===== src/rtl/int_pkg.sv =====
// Shared types for the interrupt status block: register map and source vector.
package int_pkg;

  localparam int unsigned NSRC_DEFAULT = 8;

  typedef enum logic [1:0] {
    ADDR_STATUS  = 2'd0,
    ADDR_INTEN   = 2'd1,
    ADDR_PENDING = 2'd2,
    ADDR_SWSET   = 2'd3
  } reg_addr_t;

  typedef logic [NSRC_DEFAULT-1:0] irq_vec_t;

endpackage


===== src/rtl/int_edge_sync.sv =====
// Per-bit input conditioning and rising-edge detect for interrupt sources.
// Define INT_STATUS_SYNC_EN to insert a 2-flop synchronizer ahead of the edge detector.
module int_edge_sync
  import int_pkg::*;
#(
  parameter int unsigned W = NSRC_DEFAULT
) (
  input  logic         clk_i,
  input  logic         reset_n_i,
  input  logic [W-1:0] irq_i,
  output logic [W-1:0] level_o,
  output logic [W-1:0] rise_o
);

  logic [W-1:0] prev_q;

`ifdef INT_STATUS_SYNC_EN
  logic [W-1:0] sync1_q;
  logic [W-1:0] sync2_q;

  always_ff @(posedge clk_i or negedge reset_n_i) begin
    if (!reset_n_i) begin
      sync1_q <= '0;
      sync2_q <= '0;
    end else begin
      sync1_q <= irq_i;
      sync2_q <= sync1_q;
    end
  end

  assign level_o = sync2_q;
`else
  assign level_o = irq_i;
`endif

  // prev resets low so a source already high at reset release yields one edge.
  always_ff @(posedge clk_i or negedge reset_n_i) begin
    if (!reset_n_i) begin
      prev_q <= '0;
    end else begin
      prev_q <= level_o;
    end
  end

  assign rise_o = level_o & ~prev_q;

endmodule


===== src/rtl/int_status_regs.sv =====
// Sticky interrupt status, enable mask and CPU register bus feeding the combiner.
// Build option INT_STATUS_SYNC_EN selects the synchronized source path in int_edge_sync.
module int_status_regs
  import int_pkg::*;
#(
  parameter int unsigned NSRC = NSRC_DEFAULT
) (
  input  logic            clk,
  input  logic            reset_n,
  input  logic [NSRC-1:0] irq_in,
  input  logic [1:0]      addr,
  input  logic            wr_en,
  input  logic            rd_en,
  input  logic [NSRC-1:0] wdata,
  output logic [NSRC-1:0] rdata,
  output logic [NSRC-1:0] statout,
  output logic [NSRC-1:0] intout,
  output logic            irq_any
);

  logic [NSRC-1:0] status_q, status_d;
  logic [NSRC-1:0] inten_q, inten_d;
  logic [NSRC-1:0] rdata_q, rdata_d;
  logic            irq_any_q, irq_any_d;
  logic [NSRC-1:0] level;
  logic [NSRC-1:0] rise;
  logic [NSRC-1:0] pending;
  reg_addr_t       sel;

  int_edge_sync #(
    .W (NSRC)
  ) u_edge_sync (
    .clk_i     (clk),
    .reset_n_i (reset_n),
    .irq_i     (irq_in),
    .level_o   (level),
    .rise_o    (rise)
  );

  assign sel     = reg_addr_t'(addr);
  assign pending = status_q & inten_q;

  // Edges are OR-ed in after any clear so a same-cycle W1C never drops a new event.
  always_comb begin
    status_d  = status_q | rise;
    inten_d   = inten_q;
    rdata_d   = rdata_q;
    irq_any_d = |pending;
    if (wr_en) begin
      case (sel)
        ADDR_STATUS: status_d = (status_q & ~wdata) | rise;
        ADDR_INTEN:  inten_d  = wdata;
        ADDR_SWSET:  status_d = status_q | wdata | rise;
        default:     ;
      endcase
    end
    if (rd_en) begin
      case (sel)
        ADDR_STATUS:  rdata_d = status_q;
        ADDR_INTEN:   rdata_d = inten_q;
        ADDR_PENDING: rdata_d = pending;
        ADDR_SWSET:   rdata_d = level;
        default:      ;
      endcase
    end
  end

  always_ff @(posedge clk or negedge reset_n) begin
    if (!reset_n) begin
      status_q  <= '0;
      inten_q   <= '0;
      rdata_q   <= '0;
      irq_any_q <= 1'b0;
    end else begin
      status_q  <= status_d;
      inten_q   <= inten_d;
      rdata_q   <= rdata_d;
      irq_any_q <= irq_any_d;
    end
  end

  assign statout = status_q;
  assign intout  = inten_q;
  assign rdata   = rdata_q;
  assign irq_any = irq_any_q;

endmodule


===== config.mk =====
export PLATFORM = sky130hd
export DESIGN_NAME = int_status_regs
export DESIGN_NICKNAME = d
export VERILOG_FILES = /design/src/rtl/int_pkg.sv /design/src/rtl/int_edge_sync.sv /design/src/rtl/int_status_regs.sv
export SDC_FILE = /design/constraint.sdc
export NUM_CORES = 1
export LEC_CHECK = 0
export ABC_CLOCK_PERIOD_IN_PS = 1860
export CORE_MARGIN = 5
export CORE_UTILIZATION = 45
export CTS_CLUSTER_DIAMETER = 60
export DETAILED_ROUTE_END_ITERATION = 7
export PLACE_DENSITY = 0.76
export SLEW_MARGIN = 20
export SYNTH_ARGS = -nofsm -noshare
export SYNTH_HDL_FRONTEND = slang
export SYNTH_SLANG_ARGS = --single-unit

===== constraint.sdc =====
create_clock -name clk -period 1.86 [get_ports clk]
set_clock_uncertainty 0.1 [all_clocks]
set_input_delay 0.279 -clock clk [delete_from_list [all_inputs] [get_ports clk]]
set_output_delay 0.279 -clock clk [all_outputs]
set_load 0.03 [all_outputs]

==> parameters.txt, run 1 <==
Parameter                              Value

STA
  Fin. max-slew vios ... 0
  Final Cycle Share ... 0.965
  Setup violation total in the final timing report ... 0
  RSZ-0062 raised after global routing ... no
  Final hold viol count ... 0
  Peak clock frequency supported by timing ... 557 MHz
  Min Tclk post-route ... 1.79 ns
  Worst Max-Slew Pin Slew ... 0.407 ns
  Worst slew slack as a fraction of its limit ... 0.729
  WHS ... 0.300 ns

Power
  Total leakage power ... 1.07 nW
  Overall power of the completed layout ... 2.13 mW
  Power Dens Cells ... 934 nW/um^2
  Peak ir drop on the vdd network ... 0.000548 V

Yosys
  Number of distinct standard cells referenced by the synthesized netlist ... 19
  Mux share of post-synthesis cell area ... 0.122
  Syn Std Cell Area ... 1650 sq um
  Post-synthesis simple-gate area fraction ... 0.134
  Synthesized-area fraction occupied by ao, oa, aoi and oai cells ... 0.134
  Cell accounting for the most synthesized area ... dfrtp_1
  Ranking of synthesized cells by area ... dfrtp_1 (50%), mux2_4 (7.3%), nand3b_1 (7.3%)
  Synth warn ... 0
  Share of synthesized registers carrying an async set or reset ... 1.00
  Xor and xnor fraction of the mapped netlist area ... 0
  Cell count after synthesis ... 144
  Main combinational cell family by area after synthesis ... compound AO/OA/AOI/OAI gates
  Post-synthesis sequential area ratio ... 0.502
  Count of state elements after synthesis ... 33
  Primary flip-flop cell chosen by synthesis mapping ... dfrtp_1
  Avg Inst Size Synth ... 11.4 sq um
  Fraction of synthesized cell area taken by the top area cell type ... 0.502
  Number of synthesized flops with an enable pin ... 0
  Fraction of the mapped netlist area in adder cells ... 0.0380
  Synthesized Nets ... 171

Setup path
  Critical path data arrival time ... 1.42 ns
  Cell family with the largest share of critical-path delay ... buffers and inverters
  R2R Setup Slk ... 0.82 ns
  Slowest CP cell ... clkdlybuf4s50_1
  Count of buffer and inverter cells on the critical path ... 1
  Crit path launch type ... flip-flop
  Data required, critical path ... 1.48 ns
  Max incr delay on CP ... 0.71 ns
  Cell-by-cell trace of the critical path ... clkdlybuf4s50_1
  Max FO, Critical Path ... 5
  Nature of the critical path endpoint ... output port
  Setup CP Type ... flip-flop to output port

Detailed routing
  Number of violations reported at the end of detailed-routing iteration 0 ... 122
  Final wirelength ... 4.05 mm
  Post-DR vias/cell ... 5.25
  Routed length per instance ... 16.2 microns
  Total vias in the final route ... 1,308
  DRC viols ... 0
  DR pass1 iterations ... 4
  Antenna-violating nets left ... 0

Layout
  Final #Nets ... 227
  Final Cell Area ... 2280 sq um
  Number of inserted diodes ... 0
  Multi-input combinational cell area ... 703 sq um
  Fraction of layout instances using a drive strength above 1 ... 0.149
  Fillers ... 285
  Area added between synthesis and finish ... 38.5%
  Area occupied by registers ... 826 sq um

Floorplanning
  I/O Pins ... 47
  Die Area ... 4970 sq um
  Placeable core area ... 3610 sq um
  Floorplan die width ... 70.5 microns
  Starting density of the core ... 0.457
  Die Span Y ... 70.5 microns
  Std-Cell Rows ... 22

Hold path
  Classification of the worst-slack hold path ... primary input to asynchronous set/reset pin

Clock tree
  CTS Buffer Depth ... 2
  Count of clock tree sinks ... 33
  Clock tree from TritonCTS ... yes
  CTS buffer count ... 5
  Hold buffers post-CTS ... 0
  Clk slew on worst S/H paths ... 0.07 ns
  Clk Tree Root Cell ... clkbuf_8
  Clock network latency to the later pin of the worst-skew pair ... 0.28 ns
  H-tree levels ... 2
  Total setup buffers inserted after CTS ... 0

Status
  Result of the run ... finished clean

Global route
  Overflow after GRT ... 0
  First-pass GRT wire length ... 6.80 mm
  Via count of the first global-routing pass ... 1,366
  Antenna violations before repair ... 0
  Maximum number of pins on one net before global-route repair ... 34
  Total global routing track utilization ... 0.175

Place
  Port Buffer Count ... 46
  Post-DP HPWL ... 3.01 mm
  Gp weighted congestion ... 0.849
  Area after DPL ... 2180 sq um

Run
  Max Cap Viol ... 0
[metal layers]
metal / track usage / vias to the layer above / wire (microns)
met5: 0 / - / 0
met4: 0.0447 / 0 / 40
met3: 0.0590 / 4 / 269
met2: 0.266 / 50 / 1930
met1: 0.238 / 636 / 1810
li1: - / 618 / -
[final timing paths]
path	start	endpoint	cells after the start
min reg2reg	u_edge_sync.prev_q[3]$_DFF_PN0_	statout[3]$_DFF_PN0_	1
max	statout[1]$_DFF_PN0_	statout[1]	1
min	reset_n	u_edge_sync.prev_q[3]$_DFF_PN0_	2
min in group clk	u_edge_sync.prev_q[3]$_DFF_PN0_	statout[3]$_DFF_PN0_	1
max reg2reg	statout[1]$_DFF_PN0_	irq_any$_DFF_PN0_	2
max in group asynchronous	reset_n	rdata[6]$_DFFE_PN0P_	2
[cells in the final DEF, fill, tap and decap left out, drive strengths merged]
master         netlist  final
a21o                 8      8
a22oi                4      4
a31oi                8      8
buf                  8     12
clkbuf               1      7
clkdlybuf4s50        0     45
clkinv               0      1
dfrtp               33     33
dlymetal6s2s         0      1
ha                   5      5
inv                 10     10
mux2                 8      8
mux2i                8      8
nand2               17     17
nand3b              16     16
nand4                1      1
nor2b                1      1
o21ai               16     16
[timing repair]
action	CTS	global route
endpoints found under the setup margin	0	1
gates resized for setup	0	1
endpoints found under the hold margin	0	0
[registers in the layout, summed over array words and instances (netlist names)]
register            cells
intout                  8
u_edge_sync.prev_q      8
irq_any                 1
rdata                   8
statout                 8
[cell type report]
class / count / share of cell area
inverters: 10 / 0.0165
well taps: 48 / 0.0263
flip-flops and latches: 33 / 0.362
clock inverters: 1 / 0.00219
multi-input cells: 92 / 0.308
clock buffers: 7 / 0.0422
repair buffers: 58 / 0.242
[Yosys cell counts (2+ instances only)]
library cell  number
o21ai_1            2
a21o_1             8
mux2_4             8
buf_6              6
nand3b_1          16
a22oi_1            4
o21ai_0           14
mux2i_1            8
nand2_1           16
inv_1             10
dfrtp_1           33
ha_1               5
a31oi_1            8
[report_power, final]
group,switching (mW),leakage [nW],internal (mW)
logic,0.335,0.649,0.314
clock network,0.251,0.0542,0.334
registers,0.0870,0.370,0.809
total,0.673,1.07,1.46
[kinds of logic after synthesis]
logic type      count (synthesis)
buf+inv                        19
simple gates                   35
flops                          33
fa+ha+maj                       5
mux                            16
compound gates                 36
[per-stage QoR]
| step | util | worst slack, ns | instances | TNS [ns] |
|---|---|---|---|---|
| after global routing | 0.633 | 0.0274 | 249 | 0 |
| after global placement | 0.604 | -0.0764 | 241 | -0.374 |
| after floorplan | - | 0.601 | 144 | 0 |
| after detailed placement | 0.604 | -0.107 | 241 | -0.755 |
| after CTS | 0.632 | 0.0613 | 249 | 0 |
| final | 0.633 | 0.0652 | 249 | 0 |
No activity file was read; power rests on OpenSTA's default activity.
==> inputs of run 2 (changes only) <==
Settings changed: ABC_CLOCK_PERIOD_IN_PS 1860 to 2200, CTS_CLUSTER_SIZE from default to 40.
Clock period 1.86 ns to 2.2 ns, I/O delays scaled along.
==> run 2 against run 1 <==
Against the previous run: sequential power down 16%; utilization down 2.2 points; global-route usage down 0.47 points; first-iteration DRC count decreased by 42%; total power down 18%; worst hold slack improved by 0.024 ns; via count is 3.4% lower; sequential share of layout area is 1.3 points higher; non-clock buffer count decreased by 8; cell count is 3.6% lower; design area is 3.4% lower.
==> parameters.txt, run 2 (synthesis results as in run 1) <==
Parameter                              Value

Status
  Result of the run ... finished clean (unchanged)

Layout
  Number of non-filler instances in the completed layout ... 240 (was 249)
  Number of inserted diodes ... 0 (unchanged)
  Fraction of layout instances using a drive strength above 1 ... 0.104 (was 0.149)
  Most common cell after layout, fill and taps aside ... clkdlybuf4s50_1 (unchanged)
  Area added between synthesis and finish ... 33.8% (was 38.5%)
  Final Cell Area ... 2200 sq um (was 2280 sq um)
  Commonest cells after routing, fill and taps aside ... clkdlybuf4s50_1 (46), dfrtp_1 (33), nand3b_1 (16), nand2_1 (16), o21ai_0 (14) (was clkdlybuf4s50_1 (45), dfrtp_1 (33), nand3b_1 (16), nand2_1 (16), o21ai_0 (14))
  Fillers ... 306 (was 285)
  Core Util, Final ... 0.611 (was 0.633)
  Area occupied by registers ... 826 sq um (unchanged)
  Multi-input combinational cell area ... 703 sq um (unchanged)
  Final #Nets ... 219 (was 227)

STA
  Worst slew slack as a fraction of its limit ... 0.621 (was 0.729)
  Final hold viol count ... 0 (unchanged)
  Min Tclk post-route ... 1.84 ns
  TNS Setup ... 0 ns (unchanged)
  RSZ-0062 raised after global routing ... no (unchanged)
  Setup violation total in the final timing report ... 0 (unchanged)
  WHS ... 0.325 ns (was 0.300 ns)
  Peak clock frequency supported by timing ... 544 MHz
  Fin. max-slew vios ... 0 (unchanged)
  Worst Max-Slew Pin Slew ... 0.566 ns (was 0.407 ns)
  Min setup slack post-route ... 0.363 ns (was 0.0652 ns)
  Final Cycle Share ... 0.835

Detailed routing
  Post-DR vias/cell ... 5.27 (was 5.25)
  Final wirelength ... 4.00 mm (was 4.05 mm)
  Antenna-violating nets left ... 0 (unchanged)
  DRC viols ... 0 (unchanged)
  DR pass1 iterations ... 4 (unchanged)
  Routed length per instance ... 16.7 microns (was 16.2 microns)
  Total vias in the final route ... 1,264 (was 1,308)
  Number of violations reported at the end of detailed-routing iteration 0 ... 71 (was 122)

Setup path
  Cell-by-cell trace of the critical path ... clkdlybuf4s50_1 (unchanged)
  Slowest CP cell ... clkdlybuf4s50_1 (unchanged)
  Setup CP Type ... flip-flop to output port (unchanged)
  Max FO, Critical Path ... 5 (unchanged)
  Max incr delay on CP ... 0.71 ns (about the same)
  Critical register-to-register path startpoint ... statout[0]$_DFF_PN0_ (was statout[1]$_DFF_PN0_)
  Terminus of the critical flop-to-flop path ... irq_any$_DFF_PN0_ (unchanged)
  Nature of the critical path endpoint ... output port (unchanged)
  Critical path data arrival time ... 1.41 ns (was 1.42 ns)
  Crit path launch type ... flip-flop (unchanged)
  Count of buffer and inverter cells on the critical path ... 1 (unchanged)
  R2R Setup Slk ... 1.14 ns (was 0.82 ns)
  Reg2reg path depth ... 2 (unchanged)
  Data required, critical path ... 1.77 ns (was 1.48 ns)
  Cell family with the largest share of critical-path delay ... buffers and inverters (unchanged)

Power
  Peak ir drop on the vdd network ... 0.000503 V (was 0.000548 V)
  Power Dens Cells ... 794 nW/um^2 (was 934 nW/um^2)
  Overall power of the completed layout ... 1.75 mW (was 2.13 mW)
  Total leakage power ... 1.02 nW (was 1.07 nW)

Global route
  First-pass GRT wire length ... 6.53 mm (was 6.80 mm)
  Maximum number of pins on one net before global-route repair ... 34 (unchanged)
  Total global routing track utilization ... 0.170 (was 0.175)
  Via count of the first global-routing pass ... 1,307 (was 1,366)
  Antenna violations before repair ... 0 (unchanged)
  Overflow after GRT ... 0 (unchanged)

Clock tree
  Hold buffers post-CTS ... 0 (unchanged)
  Number of gates given a new drive strength after cts ... 0 (unchanged)
  H-tree levels ... 2 (unchanged)
  Count of clock tree sinks ... 33 (unchanged)
  Clock tree from TritonCTS ... yes (unchanged)
  CTS buffer count ... 5 (unchanged)
  Clock network latency to the later pin of the worst-skew pair ... 0.28 ns (about the same)
  CTS Buffer Depth ... 2 (unchanged)
  Clk slew on worst S/H paths ... 0.07 ns (about the same)
  Clk Tree Root Cell ... clkbuf_8 (unchanged)
  Total setup buffers inserted after CTS ... 0 (unchanged)

Floorplanning
  Starting density of the core ... 0.457 (unchanged)
  Floorplan die width ... 70.5 microns (unchanged)
  Std-Cell Rows ... 22 (unchanged)
  I/O Pins ... 47 (unchanged)
  Placeable core area ... 3610 sq um (unchanged)
  Die Span Y ... 70.5 microns (unchanged)
  Die Area ... 4970 sq um (unchanged)

Run
  Max Cap Viol ... 0 (unchanged)

Hold path
  Classification of the worst-slack hold path ... flip-flop to flip-flop (was primary input to asynchronous set/reset pin)
  End point of the worst hold path ... statout[0]$_DFF_PN0_
  Beginning of the worst hold path ... u_edge_sync.prev_q[0]$_DFF_PN0_
  Number of stages on the worst hold path ... 1

Place
  Area after DPL ... 2120 sq um (was 2180 sq um)
  Port Buffer Count ... 46 (unchanged)
  Post-DP HPWL ... 2.82 mm (was 3.01 mm)
  Dpl ws ... 0.144 ns (was -0.107 ns)
  Gp weighted congestion ... 0.857 (was 0.849)
  Cell Count Post-Placement ... 233 (was 241)
## run 2: cell types whose count changed in the layout (fill, tap and decap cells not counted)
cell,delta
buf_4,-8
dlymetal6s2s_1,-1
clkbuf_8,-1
clkdlybuf4s50_1,+1
clkinv_2,-1
clkbuf_1,+1
## run 2: routing by layer
layer  part of all wire  vias up  GRT usage
met3              0.072        4     0.0576
li1                   -      601          -
met1               0.45      610      0.223
met2               0.47       49      0.255
met4             0.0095        0     0.0702
met5                  0        -          0
## run 2: worst max-delay path by stage
stage	startpoint	end	cells after the start
after CTS	statout[5]$_DFF_PN0_	statout[5]	1
after global routing	statout[0]$_DFF_PN0_	statout[0]	1
final	statout[0]$_DFF_PN0_	statout[0]	1
after global placement	addr[0]	statout[3]$_DFF_PN0_	6
after floorplan	addr[0]	statout[3]$_DFF_PN0_	5
after detailed placement	addr[0]	statout[2]$_DFF_PN0_	6
## run 2: cell type report
| class | instances | share of cell area |
|---|---|---|
| Clock buffer | 7 | 0.0392 |
| Inverter | 10 | 0.0170 |
| Tap cell | 48 | 0.0273 |
| Sequential cell | 33 | 0.375 |
| Timing Repair Buffer | 50 | 0.223 |
| Multi-Input combinational cell | 92 | 0.319 |
## run 2: power by group
part	total, mW	switching, mW	internal [mW]
sequential	0.753	0.0697	0.684
combinational	0.539	0.282	0.258
clock	0.458	0.210	0.248
total	1.75	0.561	1.19
==> RTL change 1: new RTL, flow settings as in run 1 <==
`NSRC_DEFAULT`: 8 -> 7.
--- a/src/rtl/int_pkg.sv
+++ b/src/rtl/int_pkg.sv
@@ -1,7 +1,7 @@
 // Shared types for the interrupt status block: register map and source vector.
 package int_pkg;
 
-  localparam int unsigned NSRC_DEFAULT = 8;
+  localparam int unsigned NSRC_DEFAULT = 7;
 
   typedef enum logic [1:0] {
     ADDR_STATUS  = 2'd0,
Ports: changed (5 resized); port bits go from 47 to 42. The function was not compared with the original's and may differ.
==> RTL change 1 against run 1 <==
Routed wire length down 11%; setup slack worse by 0.035 ns; sequential cell count fell by 4; highest routed layer unchanged; largest cell class unchanged; final area is 12% lower; count of clock-buffer cells in the layout unchanged; first-iteration DRC count shrank 45%; area after synthesis fell by 14%; combinational power decreased by 14%; total power is 11% lower; sequential share of layout area fell by 0.11 points; sequential power is 13% lower.
==> RTL change 1: results (changes against run 1) <==
The flow ran to the end, and the final reports show no timing, DRC or antenna violations. The number of buffers other than clock buffers in the final layout is 48 (was 58), and the maximum number of pins on one net before global-route repair is 30 (was 34). The detailed placer's ending HPWL came out at 2.60 mm (was 3.01 mm). The launch instance of the worst register-to-register path was intout[5] (was statout[1]). The number of fill cells was 254 (was 285). The count of input and output buffers was 41 (was 46); the total area of multi-input combinational cells was 626 sq um (was 703 sq um). The register fraction of the total cell area came out at 0.361 (was 0.362).

Data-path buffer share of cell area in the final layout: 0.241 (was 0.242). The post-placement setup slack was -0.134 ns (was -0.107 ns); the count of nets after finishing was 199 (was 227). The cell at the root of the clock tree was sky130_fd_sc_hd__clkbuf_4 (was sky130_fd_sc_hd__clkbuf_8).

The worst slack on hold paths is 0.218 ns (was 0.300 ns). The number of distinct library cells after synthesis is 17 (was 19). The number of signal-net inverters in the final layout was 9 (was 10). For the met1 routing resource usage after global routing, the log shows 0.214 (was 0.238). The number of flip-flops and latches in the synthesized netlist is 29 (was 33), and the final weighted congestion in routability-driven placement is 0.843 (was 0.849). The non-filler instance count after layout was 219 (was 249). The run gives 1.58 mm (was 1.81 mm) as the detailed-route wire length on metal 1. The number of well taps was 44 (was 48); the routed wire length on met2 was 1.74 mm (was 1.93 mm). The number of global-route vias before repair is 1244 (was 1366), and the global router's overall resource usage is 0.184 (was 0.175). The global-route track usage on met3 was 0.0408 (was 0.0590). For the multi-input combinational gate total, the log shows 81 (was 92). The clock transition at the registers of the reported paths is 0.09 ns (was 0.07 ns), and the maximum net fanout on the critical path is 4 (was 5). For the instance area at placement, the log shows 0.00190 sq mm (was 0.00218 sq mm). Ranking of synthesized cells by area: sky130_fd_sc_hd__dfrtp_1 51%, sky130_fd_sc_hd__mux2_4 7.4%, sky130_fd_sc_hd__nand3b_1 7.4% (was sky130_fd_sc_hd__dfrtp_1 50%, sky130_fd_sc_hd__mux2_4 7.3%, sky130_fd_sc_hd__nand3b_1 7.3%). The DRC marker count from the first detailed-route iteration is 67 (was 122), and the detailed-route wire length is 3.61 mm (was 4.05 mm). The tools report the total vias in the final route as 1139 (was 1308). The post-synthesis sequential area ratio was 0.510 (was 0.502); the wire length of the first global-routing pass was 5.89 mm (was 6.80 mm).

The endpoint arrival time on the critical path is 1.45 ns (was 1.42 ns).
==> RTL change 1: cells by family after synthesis <==
kind of cell             Yosys count  synth area share
AO/OA/AOI/OAI                     31             0.134
adder cells (fa/ha/maj)            5            0.0439
buffers and inverters             13            0.0510
flip-flops                        29             0.510
multiplexers                      14             0.123
AND/OR/NAND/NOR                   31             0.138
==> RTL change 1: power breakdown <==
part	switching [mW]	leakage, nW	internal (mW)
clock network	0.232	0.0455	0.321
registers	0.0722	0.325	0.710
logic	0.295	0.623	0.264
total	0.598	0.993	1.29
==> RTL change 1: worst max-delay path by stage <==
stage,slack [ns],startpoint,to
after floorplan,0.61,addr[0],statout[2]
final,0.03,intout[5],intout[5]
after global placement,-0.1,addr[0],statout[4]
after global routing,0.003,intout[5],intout[5]
after CTS,0.002,statout[4],statout[4]
after detailed placement,-0.13,addr[0],statout[2]
==> RTL change 1: repair_timing <==
action,4_1_cts,5_1_grt
cloned,0,0
resized for setup,2,10
setup endpoints to repair,2,10
==> RTL change 2: new RTL, settings of run 1 <==
Made on the original files. Register the output `statout` once more, with the module's reset; this adds one clock of latency there. The other outputs are not delayed to match.
--- a/src/rtl/int_status_regs.sv
+++ b/src/rtl/int_status_regs.sv
@@ -79,7 +79,13 @@
     end
   end
 
-  assign statout = status_q;
+  always_ff @(posedge clk or negedge reset_n) begin
+    if (!reset_n) begin
+      statout <= '0;
+    end else begin
+      statout <= status_q;
+    end
+  end
   assign intout  = inten_q;
   assign rdata   = rdata_q;
   assign irq_any = irq_any_q;
Behaviour: not the same (a bounded check fails within 4 cycles, from zero or initial values and one cycle with reset_n low).
==> RTL change 2 against run 1 <==
Total power up 7.5%; sequential cell count is 8 higher; combinational power hardly changed; setup slack improved by 0.013 ns; non-clock buffer count shrank 4; critical path depth unchanged; final cell count rose by 2.4%; routed wire length grew 4.4%; via count increased by 2.4%; area after synthesis up 12%; final area rose by 6.4%; synthesized cell count up 5.6%.
==> RTL change 2: results (changes against run 1) <==
The DRC marker count from the first detailed-route iteration was 83 (was 122); the post-synthesis area per instance was 12.1 sq um (was 11.4 sq um). The logs give 0.283 (was 0.305) for the combinational group share of total power and 1.75 mm (was 1.81 mm) for the detailed-route wire length on metal 1. The per-cell via count in the routed design is 5.25 (about the same). Power dissipated in sequential cells: 1.10 mW (was 896 uW). For the instance area at placement, the log shows 0.00234 sq mm (was 0.00218 sq mm).

The tools report the number of global-route vias before repair as 1408 (was 1366). The tools report the total vias in the final route as 1339 (was 1308). The endpoint arrival time on the critical path is 1.40 ns (was 1.42 ns). The library cell contributing the largest single delay on the critical path is sky130_fd_sc_hd__clkdlybuf4s50_1 (unchanged). The maximum net fanout on the critical path was 4 (was 5); the met1 routing resource usage after global routing was 0.219 (was 0.238). Final weighted congestion in routability-driven placement: 0.839 (was 0.849). The type of the most critical hold path was flip-flop to flip-flop (was primary input to asynchronous set/reset pin). The global-route track usage on met3 is 0.0459 (was 0.0590). The total instance count after detailed placement was 246 (was 241). The tools report the routed wire length on met2 as 2.14 mm (was 1.93 mm). The run gives 231 (was 227) as the count of nets after finishing.

The run finished with clean final reports. The total power after layout came out at 2.29 mW (was 2.13 mW). The fraction of layout cells with a size suffix above 1 is 0.112 (was 0.149), and the detailed placer's ending HPWL is 3.07 mm (was 3.01 mm).

The power per unit of standard cell area is 943 mW/mm^2 (was 934 mW/mm^2). Ranking of synthesized cells by area: sky130_fd_sc_hd__dfrtp_1 56%, sky130_fd_sc_hd__mux2_4 6.5%, sky130_fd_sc_hd__nand3b_1 6.5% (was sky130_fd_sc_hd__dfrtp_1 50%, sky130_fd_sc_hd__mux2_4 7.3%, sky130_fd_sc_hd__nand3b_1 7.3%). The run gives 0 (unchanged) as the post-cts sizing count. Most frequent cells after synthesis: 41 x sky130_fd_sc_hd__dfrtp_1, 16 x sky130_fd_sc_hd__nand2_1, 16 x sky130_fd_sc_hd__nand3b_1 (was 33 x sky130_fd_sc_hd__dfrtp_1, 16 x sky130_fd_sc_hd__nand2_1, 16 x sky130_fd_sc_hd__nand3b_1). The tools report the cell at the root of the clock tree as sky130_fd_sc_hd__clkbuf_8 (unchanged). The logs give 289 um (was 269 um) for the routed wire length on met3 and 4 (unchanged) for the number of search-and-repair iterations in the first detailed-routing pass. The transition time at the pin with the least slew margin was 0.512 ns (was 0.407 ns); the leakage dissipation was 1.11 nW (was 1.07 nW).

The net switching power was 711 uW (was 673 uW); the post-synthesis net count was 179 (was 171). The maximum number of pins on one net before global-route repair is 42 (was 34). The routing usage on met2 is 0.272 (was 0.266), and the wire length of the first global-routing pass is 6.98 mm (was 6.80 mm). For the detailed-route wire length, the log shows 4.23 mm (was 4.05 mm).

The post-placement setup slack was -0.123 ns (was -0.107 ns). Post-synthesis sequential area ratio: 0.556 (was 0.502). The number of fill cells was 310 (was 285). The maximum vdd drop is 0.604 mV (was 0.548 mV), and the global router's overall resource usage is 0.169 (was 0.175).
[RTL change 2: timing repair]
item	4_1_cts	5_1_grt
endpoints found under the hold margin	41	0
setup buffers	0	0
hold buffers	1	0
[RTL change 2: path summary, 6_finish.rpt]
kind	start	depth (start not counted)	end	slack [ns]
setup reg to reg	status_q[1]	2	irq_any	0.82
max in group asynchronous	reset_n	3	status_q[0]	0.82
min in group asynchronous	reset_n	3	statout[6]	0.49
hold reg to reg	u_edge_sync.prev_q[6]	1	status_q[6]	0.32
setup / recovery	intout[0]	1	intout[0]	0.08
hold / removal	u_edge_sync.prev_q[6]	1	status_q[6]	0.32
[RTL change 2: cells by family after synthesis]
group / synth area share
compound gates: 0.119
fa+ha+maj: 0.0339
buf+inv: 0.0637
flops: 0.556
mux: 0.108
simple gates: 0.119
[RTL change 2: area by class of cell]
cell class,instances,area share
Sequential cell,41,0.423
Timing Repair Buffer,54,0.213
Inverter,10,0.0155
Tap cell,50,0.0258
Clock buffer,8,0.0330
Multi-Input combinational cell,92,0.290
